File: src/rtl/adc_multich_capture_if.sv
// Time-multiplexed sample stream leaving adc_multich_capture.
// master = capture block (source), slave = downstream consumer.
interface adc_multich_capture_if #(
  parameter int unsigned DATA_WIDTH = 12,
  parameter int unsigned CH_W       = 2
);
  logic [DATA_WIDTH-1:0] wave_out;
  logic [CH_W-1:0]       wave_ch;
  logic                  wave_valid;
  logic                  wave_ready;

  modport master (output wave_out, output wave_ch, output wave_valid, input wave_ready);
  modport slave  (input wave_out, input wave_ch, input wave_valid, output wave_ready);
endinterface

File: src/rtl/adc_multich_capture.sv
// Multi-channel parallel-ADC capture: sample-clock divider, per-channel block
// averaging, time-multiplexed valid/ready output. Optional macro: ADC_TEST_PATTERN_EN.
module adc_multich_capture #(
  parameter int unsigned CH_NUM     = 3,
  parameter int unsigned DATA_WIDTH = 12,
  parameter int unsigned CLK_DIV    = 4,
  parameter int unsigned AVG_LOG2   = 0,
  parameter int unsigned SIGNED_OUT = 0
) (
  input  logic                         clk_in,
  input  logic                         rst_n,
  input  logic                         enable,
`ifdef ADC_TEST_PATTERN_EN
  input  logic                         test_mode,
`endif
  input  logic [CH_NUM*DATA_WIDTH-1:0] AD_data,
  output logic [CH_NUM-1:0]            AD_clk,
  adc_multich_capture_if.master        wave,
  output logic                         overrun,
  input  logic                         overrun_clr
);

  localparam int unsigned CH_W   = (CH_NUM > 1) ? $clog2(CH_NUM) : 1;
  localparam int unsigned CNT_W  = $clog2(CLK_DIV);
  localparam int unsigned HALF   = CLK_DIV / 2;
  localparam int unsigned AVG_N  = 1 << AVG_LOG2;
  localparam int unsigned SCNT_W = (AVG_LOG2 > 0) ? AVG_LOG2 : 1;
  localparam int unsigned ACC_W  = DATA_WIDTH + AVG_LOG2;

  typedef enum logic {S_IDLE, S_SEND} state_e;

  logic [CNT_W-1:0]      cnt_q, cnt_d;
  logic                  ad_clk_q;
  logic                  strobe_c;
  logic                  strobe_q;
  logic [DATA_WIDTH-1:0] capt_c   [CH_NUM];
  logic [DATA_WIDTH-1:0] sample_q [CH_NUM];
  logic [ACC_W-1:0]      acc_q    [CH_NUM];
  logic [ACC_W-1:0]      acc_sum_c[CH_NUM];
  logic [DATA_WIDTH-1:0] res_c    [CH_NUM];
  logic [DATA_WIDTH-1:0] res_q    [CH_NUM];
  logic [SCNT_W-1:0]     scnt_q;
  logic                  done_q;

  state_e                state_q;
  logic [CH_W-1:0]       idx_q, idx_nxt_c;
  logic [DATA_WIDTH-1:0] buf_q [CH_NUM];
  logic [DATA_WIDTH-1:0] wave_out_q;
  logic [CH_W-1:0]       wave_ch_q;
  logic                  valid_q;
  logic                  overrun_q;
  logic                  accept_c, last_accept_c, load_c, overrun_set_c;

  // Divider: strobe on the last count; disabled holds the count at zero.
  assign strobe_c = enable && (cnt_q == CNT_W'(CLK_DIV - 1));

  always_comb begin
    cnt_d = '0;
    if (enable && !strobe_c) cnt_d = cnt_q + CNT_W'(1);
  end

  always_ff @(posedge clk_in or negedge rst_n) begin
    if (!rst_n) begin
      cnt_q    <= '0;
      ad_clk_q <= 1'b0;
    end else begin
      cnt_q    <= cnt_d;
      ad_clk_q <= enable && (cnt_q < CNT_W'(HALF));
    end
  end

`ifdef ADC_TEST_PATTERN_EN
  logic [DATA_WIDTH-1:0] ramp_q;

  always_comb begin
    for (int k = 0; k < CH_NUM; k++)
      capt_c[k] = test_mode ? ramp_q + DATA_WIDTH'(k) : AD_data[k*DATA_WIDTH +: DATA_WIDTH];
  end

  always_ff @(posedge clk_in or negedge rst_n) begin
    if (!rst_n)        ramp_q <= '0;
    else if (strobe_c) ramp_q <= ramp_q + DATA_WIDTH'(1);
  end
`else
  always_comb begin
    for (int k = 0; k < CH_NUM; k++)
      capt_c[k] = AD_data[k*DATA_WIDTH +: DATA_WIDTH];
  end
`endif

  // All channels are registered together on the strobe edge.
  always_ff @(posedge clk_in or negedge rst_n) begin
    if (!rst_n) begin
      strobe_q <= 1'b0;
      for (int k = 0; k < CH_NUM; k++) sample_q[k] <= '0;
    end else begin
      strobe_q <= strobe_c;
      if (strobe_c) begin
        for (int k = 0; k < CH_NUM; k++) sample_q[k] <= capt_c[k];
      end
    end
  end

  always_comb begin
    for (int k = 0; k < CH_NUM; k++) begin
      acc_sum_c[k] = acc_q[k] + ACC_W'(sample_q[k]);
      res_c[k]     = DATA_WIDTH'(acc_sum_c[k] >> AVG_LOG2);
      if (SIGNED_OUT != 0) res_c[k][DATA_WIDTH-1] = ~res_c[k][DATA_WIDTH-1];
    end
  end

  // Block averaging; dropping enable discards any partial frame.
  always_ff @(posedge clk_in or negedge rst_n) begin
    if (!rst_n) begin
      scnt_q <= '0;
      done_q <= 1'b0;
      for (int k = 0; k < CH_NUM; k++) begin
        acc_q[k] <= '0;
        res_q[k] <= '0;
      end
    end else begin
      done_q <= 1'b0;
      if (!enable) begin
        scnt_q <= '0;
        for (int k = 0; k < CH_NUM; k++) acc_q[k] <= '0;
      end else if (strobe_q) begin
        if (scnt_q == SCNT_W'(AVG_N - 1)) begin
          scnt_q <= '0;
          done_q <= 1'b1;
          for (int k = 0; k < CH_NUM; k++) begin
            acc_q[k] <= '0;
            res_q[k] <= res_c[k];
          end
        end else begin
          scnt_q <= scnt_q + SCNT_W'(1);
          for (int k = 0; k < CH_NUM; k++) acc_q[k] <= acc_sum_c[k];
        end
      end
    end
  end

  assign accept_c      = valid_q && wave.wave_ready;
  assign last_accept_c = accept_c && (idx_q == CH_W'(CH_NUM - 1));
  assign idx_nxt_c     = idx_q + CH_W'(1);
  // A frame arriving with the final accept reloads without counting as overrun.
  assign load_c        = done_q && ((state_q == S_IDLE) || last_accept_c);
  assign overrun_set_c = done_q && !load_c;

  always_ff @(posedge clk_in or negedge rst_n) begin
    if (!rst_n) begin
      state_q    <= S_IDLE;
      idx_q      <= '0;
      wave_out_q <= '0;
      wave_ch_q  <= '0;
      valid_q    <= 1'b0;
      overrun_q  <= 1'b0;
      for (int k = 0; k < CH_NUM; k++) buf_q[k] <= '0;
    end else begin
      if (load_c) begin
        state_q    <= S_SEND;
        idx_q      <= '0;
        wave_ch_q  <= '0;
        wave_out_q <= res_q[0];
        valid_q    <= 1'b1;
        for (int k = 0; k < CH_NUM; k++) buf_q[k] <= res_q[k];
      end else if (last_accept_c) begin
        state_q   <= S_IDLE;
        idx_q     <= '0;
        wave_ch_q <= '0;
        valid_q   <= 1'b0;
      end else if (accept_c) begin
        idx_q      <= idx_nxt_c;
        wave_ch_q  <= idx_nxt_c;
        wave_out_q <= buf_q[idx_nxt_c];
      end

      if (overrun_set_c)    overrun_q <= 1'b1;
      else if (overrun_clr) overrun_q <= 1'b0;
    end
  end

  assign AD_clk          = {CH_NUM{ad_clk_q}};
  assign wave.wave_out   = wave_out_q;
  assign wave.wave_ch    = wave_ch_q;
  assign wave.wave_valid = valid_q;
  assign overrun         = overrun_q;

endmodule

File: src/flat_wrapper.sv
// flat-port wrapper written by rule: the top's interface ports become plain ports
module adc_multich_capture_flat 
#(
  parameter int unsigned CH_NUM     = 3,
  parameter int unsigned DATA_WIDTH = 12,
  parameter int unsigned CLK_DIV    = 4,
  parameter int unsigned AVG_LOG2   = 0,
  parameter int unsigned SIGNED_OUT = 0
)
  (clk_in, rst_n, enable, AD_data, AD_clk, overrun, overrun_clr, wave_wave_out, wave_wave_ch, wave_wave_valid, wave_wave_ready);
  adc_multich_capture_if #(.DATA_WIDTH(DATA_WIDTH), .CH_W(2)) wave_i ();
  input  logic clk_in;
  input  logic rst_n;
  input  logic enable;
  input  logic [CH_NUM*DATA_WIDTH-1:0] AD_data;
  output logic [CH_NUM-1:0] AD_clk;
  output logic overrun;
  input  logic overrun_clr;
  output wire logic [$bits(wave_i.wave_out)-1:0] wave_wave_out;
  output wire logic [$bits(wave_i.wave_ch)-1:0] wave_wave_ch;
  output wire logic [$bits(wave_i.wave_valid)-1:0] wave_wave_valid;
  input wire logic [$bits(wave_i.wave_ready)-1:0] wave_wave_ready;
  assign wave_wave_out = wave_i.wave_out;
  assign wave_wave_ch = wave_i.wave_ch;
  assign wave_wave_valid = wave_i.wave_valid;
  assign wave_i.wave_ready = wave_wave_ready;
  adc_multich_capture #(.CH_NUM(CH_NUM), .DATA_WIDTH(DATA_WIDTH), .CLK_DIV(CLK_DIV), .AVG_LOG2(AVG_LOG2), .SIGNED_OUT(SIGNED_OUT)) u_core (.clk_in(clk_in), .rst_n(rst_n), .enable(enable), .AD_data(AD_data), .AD_clk(AD_clk), .wave(wave_i), .overrun(overrun), .overrun_clr(overrun_clr));
endmodule
File: config.mk
export PLATFORM = sky130hd
export DESIGN_NAME = adc_multich_capture_flat
export DESIGN_NICKNAME = d
export VERILOG_FILES = /design/src/rtl/adc_multich_capture_if.sv /design/src/rtl/adc_multich_capture.sv /design/src/flat_wrapper.sv
export SDC_FILE = /design/constraint.sdc
export NUM_CORES = 1
export LEC_CHECK = 0
export BUFFER_PORTS_ARGS = -buffer_cell sky130_fd_sc_hd__buf_4
export CORE_ASPECT_RATIO = 0.8
export CORE_MARGIN = 2
export CORE_UTILIZATION = 45
export CTS_CLUSTER_SIZE = 14
export DETAILED_ROUTE_END_ITERATION = 12
export PLACE_DENSITY = 0.66
export SYNTH_ARGS = -nofsm -noshare
export SYNTH_HDL_FRONTEND = slang
export SYNTH_SLANG_ARGS = --single-unit
File: constraint.sdc
create_clock -name clk_in -period 1.7 [get_ports clk_in]
set_input_delay 0.085 -clock clk_in [delete_from_list [all_inputs] [get_ports clk_in]]
set_output_delay 0.085 -clock clk_in [all_outputs]
set_load 0.01 [all_outputs]
Word level (Yosys, flattened, before mapping)
Cells that the tools add are included. W data, S select, Z words.

$add $sub $neg: 6. Magnitude comparators: 2. Eq/ne operators: 4. Multiplexer cells: 23. Bitwise logic cells: 3. Reduce and logical (&&, ||, !) cells: 16.

Operator list (count): $mux W36 (3); $mux W12 (5); $add A12 B12 Y12 (3); $bmux W12 S2 (1); $mux W1 (10); $mux W2 (4); $logic_and A1 B1 Y1 (7); $reduce_bool A2 Y1 (3); $add A2 B1 Y2 const B (2); $eq A2 B2 Y1 const B (2); $ge A3 B3 Y1 const B (1); $not A2 Y3 (1); $reduce_and A3 Y1 (1); $reduce_bool A3 Y1 (1); $logic_not A1 Y1 (2); $lt A2 B2 Y1 const B (1); $ne A2 B1 Y1 const B (1); $ne A2 B2 Y1 const B (1); $not A1 Y1 (2); $reduce_and A2 Y1 (1); $add A1 B1 Y1 const B (1); $logic_or A1 B1 Y1 (1).

Register bits after elaboration: 166. Input bits: 41. Output and inout bits: 19. Word-level logic and storage cells: 75.

Depth between registers and ports, before layout
Gate-level depths: netlist (run 1).

Word-level depth: 8. Depth in mapped cells: 7.

Worst setup path before layout (run 1)
Ideal clock, no wire load.

Path kind: register to register. From: register u_core.idx_q[0]. To: register u_core.wave_out_q[0] (netlist: u_core.wave.wave_out[0]). Library setup time: 0.120 ns. Arrival time: 1.769 ns. Setup slack: -0.189 ns. Stages on the path, launching flop included: 7. Period minus slack after synthesis: 1.889 ns. Path through: dfrtp_1 -> inv_1 -> ha_1 -> buf_6 -> mux2_2 -> a221o_1 -> o211a_1.

Cells in the longest elaborated chain, start to end: 8. Elaborated cells between the ends (all ways): 15. Those cells by class: add/sub (1); eq/ne (2); mux (6); bitwise (1); reduce/logical (5).

RTL lines: from (decl) (line adc_multich_capture.sv:46) `logic [CH_W-1:0] idx_q, idx_nxt_c;`; from (signal assigned) (line adc_multich_capture.sv:172) `idx_q <= idx_nxt_c;`; $add A2 B1 Y2 (line adc_multich_capture.sv:144) `assign idx_nxt_c = idx_q + CH_W'(1);`; $not A2 Y3 (not written as such) (line adc_multich_capture.sv:174) `wave_out_q <= buf_q[idx_nxt_c];`; $bmux W12 S2 (line adc_multich_capture.sv:174); $mux W12 (not written as such) (2 in a row) (line adc_multich_capture.sv:174); $mux W12 (line adc_multich_capture.sv:171) `end else if (accept_c) begin`; $mux W12 (line adc_multich_capture.sv:166) `end else if (last_accept_c) begin`; $mux W12 (line adc_multich_capture.sv:159) `if (load_c) begin`; to (signal assigned) (line adc_multich_capture.sv:163) `wave_out_q <= res_q[0];`; to (signal assigned) (line adc_multich_capture.sv:174); to (decl) (line adc_multich_capture.sv:48) `logic [DATA_WIDTH-1:0] wave_out_q;`.

Several ways; a longest one is shown, not always the timed one. The select of a mux whose other input is x is not followed. A chain may end at the register's enable or synchronous reset.

Worst setup path in the final report (run 1)
From: register u_core.idx_q[1]. To: register u_core.wave_out_q[10] (netlist: u_core.wave.wave_out[10]).

The elaborated chain is that of the path after synthesis.

==> out/summary.txt, run 1 <==
vias in the first global route: 3245
clock skew: 0.0101 ns
HPWL Detailed: 6490 microns
RSZ-0062 raised after global routing: true
Post-Syn Instances: 345
share of the yosys chip area belonging to registers: 60.0%
synth top area cells: dfrtp_1 60%, mux2_2 23%, a221o_1 2.2%
grt ovf: 0
VDD IR-drop max: 904 uV
Routed WL: 10100 microns
Max Slew Vio Count: 0
Finished Core Util: 61.5%
DR DRC count: 0
root buffer cell: clkbuf_16
Post-synth EDFFs: 0
Hold Vio Cnt, Final: 0
# rows: 35
final cycle utilization of the critical path: 99.2%
drt initial violations: 133
DR WL/cell: 16.3 microns
clock transition at the registers of the reported paths: 0.06 ns
global routing met1 resource utilization: 22.7%
Sink Count: 129
Post-Syn Nets: 388
CTS tree: done
worst slew pin tran: 0.476 ns
Cell Pwr Density: 1560 nW/um^2
Max FO, Critical Path: 4
worst-skew pair later-pin latency: 0.41 ns
gr usage total: 17.1%
setup bufs post-CTS: 0
Most used DFF post-synth: dfrtp_1
worst relative slew slack: 68.3%
flops & latches, synth: 129
Port Buf Inserts: 59
fin cells: 619
antenna cells: 0
syn avg cell area: 15.6 sq um
Fill cells: 893
synthesis warning total: 0
WS Path Type: reg -> reg
Critical Path Sink Type: register
area of the multi-input gates: 2050 sq um
fmax: 593 MHz
area of the core: 11600 sq um
routing usage on met2: 27.3%
Die H: 102 microns
starting density of the core: 46.4%
total power: 0.0111 W
largest net degree at the start of global routing: 38
Placed Cells: 548
first-pass GRT wire length: 16800 microns
Critical Path AT: 1.98 ns
Max Buffers Root-to-Sink: 2
Die Area: 12900 sq um
Final ANT Viol Nets: 0
top-area cell type share of the netlist area: 60.0%
initial antenna violation count: 0
HP Class: in -> reg
share of cells above drive strength 1: 52.2%
Maximum Capacitance Violations: 0
Synth top cells by count: 129 x dfrtp_1, 108 x mux2_2, 12 x a221o_1, 11 x o211a_1, 11 x o31a_1
total CTS buffers: 17
post-route minimum period: 1.69 ns
Final setup violation count: 0
Total Nets Final: 501
vias: 3190
Synth cell types: 31
top-count cell post-synth: dfrtp_1
width of the die: 126 microns
FF+latch area: 3230 sq um
asr flop ratio synth: 100%
Layout area overhead: 32.6%
Crit path required time: 2.00 ns
Syn Std Cell Area: 5380 sq um
GRT met3 Usage: 4.92%
H-tree lvl count: 4
IO Count: 60
vias per cell: 5.15
Final Wtd Congestion: 0.785
startpoint types: register
gr busiest metal: met2
first-pass iteration count of the detailed router: 5
status: finished clean
P_leak: 3.52 nW
biggest area consumer among synthesized cells: dfrtp_1
[metrics by stage]
stage / worst slack, ns / hold WS, ns / area (sq um) / TNS (ns)
after floorplan: -0.0259 / -0.211 / 5440 / -0.233
after global placement: -0.207 / 0.0711 / 6150 / -2.24
after detailed placement: -0.278 / 0.0795 / 6150 / -3.03
after CTS: -0.00282 / 0.121 / 7130 / -0.00282
after global routing: -0.0384 / 0.149 / 7140 / -0.211
final: 0.0130 / 0.134 / 7140 / 0
[critical path: stages, from the launching register on]
cell and delay, ns:
dfrtp_1 0.40, ha_4 0.31, buf_6 0.11, mux2_4 0.29, a221o_1 0.35, o211a_1 0.12
[kinds of logic after synthesis]
group	count (synthesis)	synth area share [%]
simple gates	25	3.51
buf+inv	27	3.11
compound gates	42	7.30
mux	120	25.7
flops	129	60.0
fa+ha+maj	2	0.465
[repair_timing]
item	in CTS	in global routing
resized for setup	5	3
gates cloned	0	0
setup endpoints to repair	12	12
hold buffers	39	0
hold endpoints to repair	70	0
pin swaps	3	3
[state kept, by name (all words and copies together) (netlist names)]
signal,flops
u_core.strobe_q,1
u_core.ad_clk_q,1
u_core.cnt_q,2
u_core.state_q,1
u_core.overrun,1
u_core.done_q,1
u_core.sample_q,36
u_core.buf_q,36
u_core.res_q,36
u_core.idx_q,2
u_core.wave.wave_out,12
[placed cells by master, fill, tap and decap left out, drive strengths merged, types with 11 or more instances in the layout]
| cell type | count |
|---|---|
| dfrtp | 129 |
| mux2 | 120 |
| buf | 77 |
| dlygate4sd3 | 39 |
| clkbuf | 17 |
| inv | 14 |
| a221o | 12 |
| or3b | 12 |
| o31a | 11 |
| o211a | 11 |
[cell type report]
class	count	area share, %
clock inverters	15	2.05
multi-input cells	189	28.8
well taps	148	2.59
clock buffers	17	5.96
inverters	5	0.263
repair buffers	116	15.1
flip-flops and latches	129	45.2
[routing by layer]
layer	up-vias	share of wire (%)
met2	48	47
met3	10	3.3
met4	0	1.3
li1	1504	-
met5	-	0
met1	1628	49
[final timing paths]
path,from,to,slack (ns),cells past startpoint
max,u_core.idx_q[1]$_DFFE_PN0P_,u_core.wave.wave_out[10]$_DFFE_PN0P_,0.01,5
min reg2reg,u_core.cnt_q[1]$_DFF_PN0_,u_core.ad_clk_q$_DFF_PN0_,0.45,1
max in group asynchronous,rst_n,u_core.res_q[18]$_DFFE_PN0P_,0.97,3
max reg2reg,u_core.idx_q[1]$_DFFE_PN0P_,u_core.wave.wave_out[10]$_DFFE_PN0P_,0.01,5
min,wave_wave_ready,u_core.overrun$_DFFE_PN0P_,0.13,4
min in group asynchronous,rst_n,u_core.res_q[15]$_DFFE_PN0P_,0.18,2
[power by group]
group / total, W / internal (W) / leakage, nW / switching (W)
clock: 0.00348 / 0.00205 / 0.270 / 0.00143
combinational: 0.00294 / 0.00182 / 1.57 / 0.00112
sequential: 0.00471 / 0.00409 / 1.68 / 0.000623
Note: power is estimated with default switching activity, not from simulation.
==> run 2: changes to the inputs <==
Settings changed: GPL_TIMING_DRIVEN set to 0.
==> out/summary.txt, run 2 (synthesized netlist as in run 1, its figures left out) <==
Final ANT Viol Nets: 0 (unchanged)
clock transition at the registers of the reported paths: 0.05 ns (about the same)
final cycle utilization of the critical path: 102% (+2.4 points)
commonest non-fill, non-tap cell in the layout: dfrtp_1
# rows: 35 (unchanged)
Critical Path AT: 2.02 ns (+0.04 ns)
largest net degree at the start of global routing: 99 (+160%)
CTS tree: done
Max Buffers Root-to-Sink: 2 (unchanged)
Total Nets Final: 509 (+1.6%)
Maximum Capacitance Violations: 0 (unchanged)
DR WL/cell: 17.9 microns (+10%)
Die Area: 12900 sq um (unchanged)
first-pass GRT wire length: 18600 microns (+11%)
Cell Pwr Density: 1570 nW/um^2 (+0.55%)
root buffer cell: clkbuf_16
share of cells above drive strength 1: 52.2% (about the same)
hold depth: 4 (unchanged)
Crit path required time: 1.99 ns (about the same)
routing usage on met2: 29.8% (+2.5 points)
sw frac: 27.5% (-0.96 points)
Routed WL: 11300 microns (+12%)
crit path from: u_core.idx_q[1]$_DFFE_PN0P_
Max Slew Vio Count: 0 (unchanged)
antenna cells: 0 (unchanged)
Die H: 102 microns (unchanged)
global routing met1 resource utilization: 26.4% (+3.7 points)
status: finished with violations
Critical Path Sink Type: register
total power: 0.0112 W (+0.55%)
worst slew pin tran: 0.511 ns (+0.0344 ns)
Worst Hold End: u_core.overrun$_DFFE_PN0P_
Pint: 0.00811 W (+1.9%)
initial antenna violation count: 0 (unchanged)
placed cell area: 6090 sq um (-0.83%)
total CTS buffers: 17 (unchanged)
grt ovf: 0 (unchanged)
startpoint types: register
GRT met3 Usage: 4.87% (-0.052 points)
Final setup violation count: 9 (+9)
Net Sw Power: 0.00308 W (-2.8%)
Design Area, Final: 7140 sq um (unchanged)
RR Startpoint: u_core.idx_q[1]$_DFFE_PN0P_
Port Buf Inserts: 59 (unchanged)
vias per cell: 5.22 (+1.2%)
DR DRC count: 0 (unchanged)
failing checks: negative setup slack
most frequent cells in the layout: 126 x dfrtp_1, 102 x mux2_2, 67 x buf_4
width of the die: 126 microns (unchanged)
Seq pwr share: 42.7% (+0.4 points)
worst relative slew slack: 66.0% (-2.3 points)
gr busiest metal: met2
R2R depth: 5 (unchanged)
VDD IR-drop max: 818 uV (-9.6%)
Top Registers: u_core.buf_q x36, u_core.res_q x36, u_core.sample_q x36
fmax: 579 MHz (-2.3%)
Final Wtd Congestion: 0.805 (+2.6%)
area of the core: 11600 sq um (unchanged)
gr usage total: 19.1% (+1.9 points)
drt initial violations: 227 (+71%)
combinational share of power: 25.9% (-0.5 points)
vias: 3270 (+2.5%)
IO Count: 60 (unchanged)
post-route minimum period: 1.73 ns (+0.0401 ns)
Sink Count: 129 (unchanged)
worst r2r dst: u_core.wave.wave_out[1]$_DFFE_PN0P_
RSZ-0062 raised after global routing: true
first-pass iteration count of the detailed router: 4 (-1)
clock skew: 0.00719 ns (-0.00288 ns)
Place WS: -0.317 ns (-0.0382 ns)
hold path startpoint: wave_wave_ready
clock network fraction of design power: 31.5% (+0.2 points)
Layout area overhead: 32.6% (unchanged)
Max FO, Critical Path: 10 (+6)
vias in the first global route: 3450 (+6.3%)
HPWL Detailed: 7320 microns (+13%)
HP Class: in -> reg
worst-skew pair later-pin latency: 0.41 ns (about the same)
P_leak: 3.52 nW (about the same)
Hold Vio Cnt, Final: 0 (unchanged)
H-tree lvl count: 4 (unchanged)
WS Path Type: reg -> reg
setup TNS: -0.153 ns (-0.153 ns)
starting density of the core: 46.4% (unchanged)
Setup WS post-layout: -0.0271 ns (-0.0401 ns)
internal reg-to-reg setup slack: -0.03 ns (-0.04 ns)
[run 2: cell type report]
class / count / area, sq um
timing repair buffer: 102 / 887
inverter: 5 / 18.8
multi-input combinational: 189 / 2060
clock buffer: 23 / 468
sequential: 129 / 3230
fill: 908 / 4470
clock inverter: 9 / 108
tap: 148 / 185
buffer: 22 / 184
[run 2: critical path: stages (launching register included)]
cell,delay (ns)
dfrtp_2,0.43
ha_4,0.31
buf_12,0.15
mux2_4,0.30
a221o_1,0.29
o211a_1,0.13
[run 2: repair_timing]
action	4_1_cts	5_1_grt
endpoints found under the hold margin	86	0
setup buffers	2	1
endpoints found under the setup margin	90	50
pin swaps	3	2
hold buffers	39	0
gates resized for setup	8	11
[run 2: power by group through the flow]
| stage | Combinational, W | Sequential [W] | Clock [W] |
|---|---|---|---|
| global route | 0.00314 | 0.00492 | 0.00376 |
| finish | 0.00290 | 0.00478 | 0.00352 |
| floorplan | 0.00188 | 0.00463 | 0 |
| global placement | 0.00262 | 0.00480 | 0 |
| CTS | 0.00288 | 0.00478 | 0.00360 |
| detailed placement | 0.00271 | 0.00485 | 0 |
[run 2: per-stage QoR]
stage                     instances  utilization (%)  hold slack, ns
final                           627             61.5          0.0850
after global routing            627             61.5           0.123
after CTS                       626             61.2          0.0671
after detailed placement        553             52.5         -0.0117
after global placement          552             52.2           0.287
after floorplan                 345                -          -0.211
[run 2: per-layer routing]
layer	part of all wire (%)	vias to the layer above
met5	0	-
met4	1.0	0
met3	3.9	11
met2	46	58
met1	49	1683
li1	-	1518
[run 2: worst max-delay path by stage]
stage                                          endpoint  slack (ns)
finish              u_core.wave.wave_out[1]$_DFFE_PN0P_       -0.03
global route        u_core.wave.wave_out[0]$_DFFE_PN0P_       -0.07
CTS                 u_core.wave.wave_out[1]$_DFFE_PN0P_       -0.05
detailed placement      u_core.sample_q[14]$_DFFE_PN0P_       -0.32
global placement        u_core.sample_q[14]$_DFFE_PN0P_       -0.26
floorplan           u_core.wave.wave_out[0]$_DFFE_PN0P_       -0.03
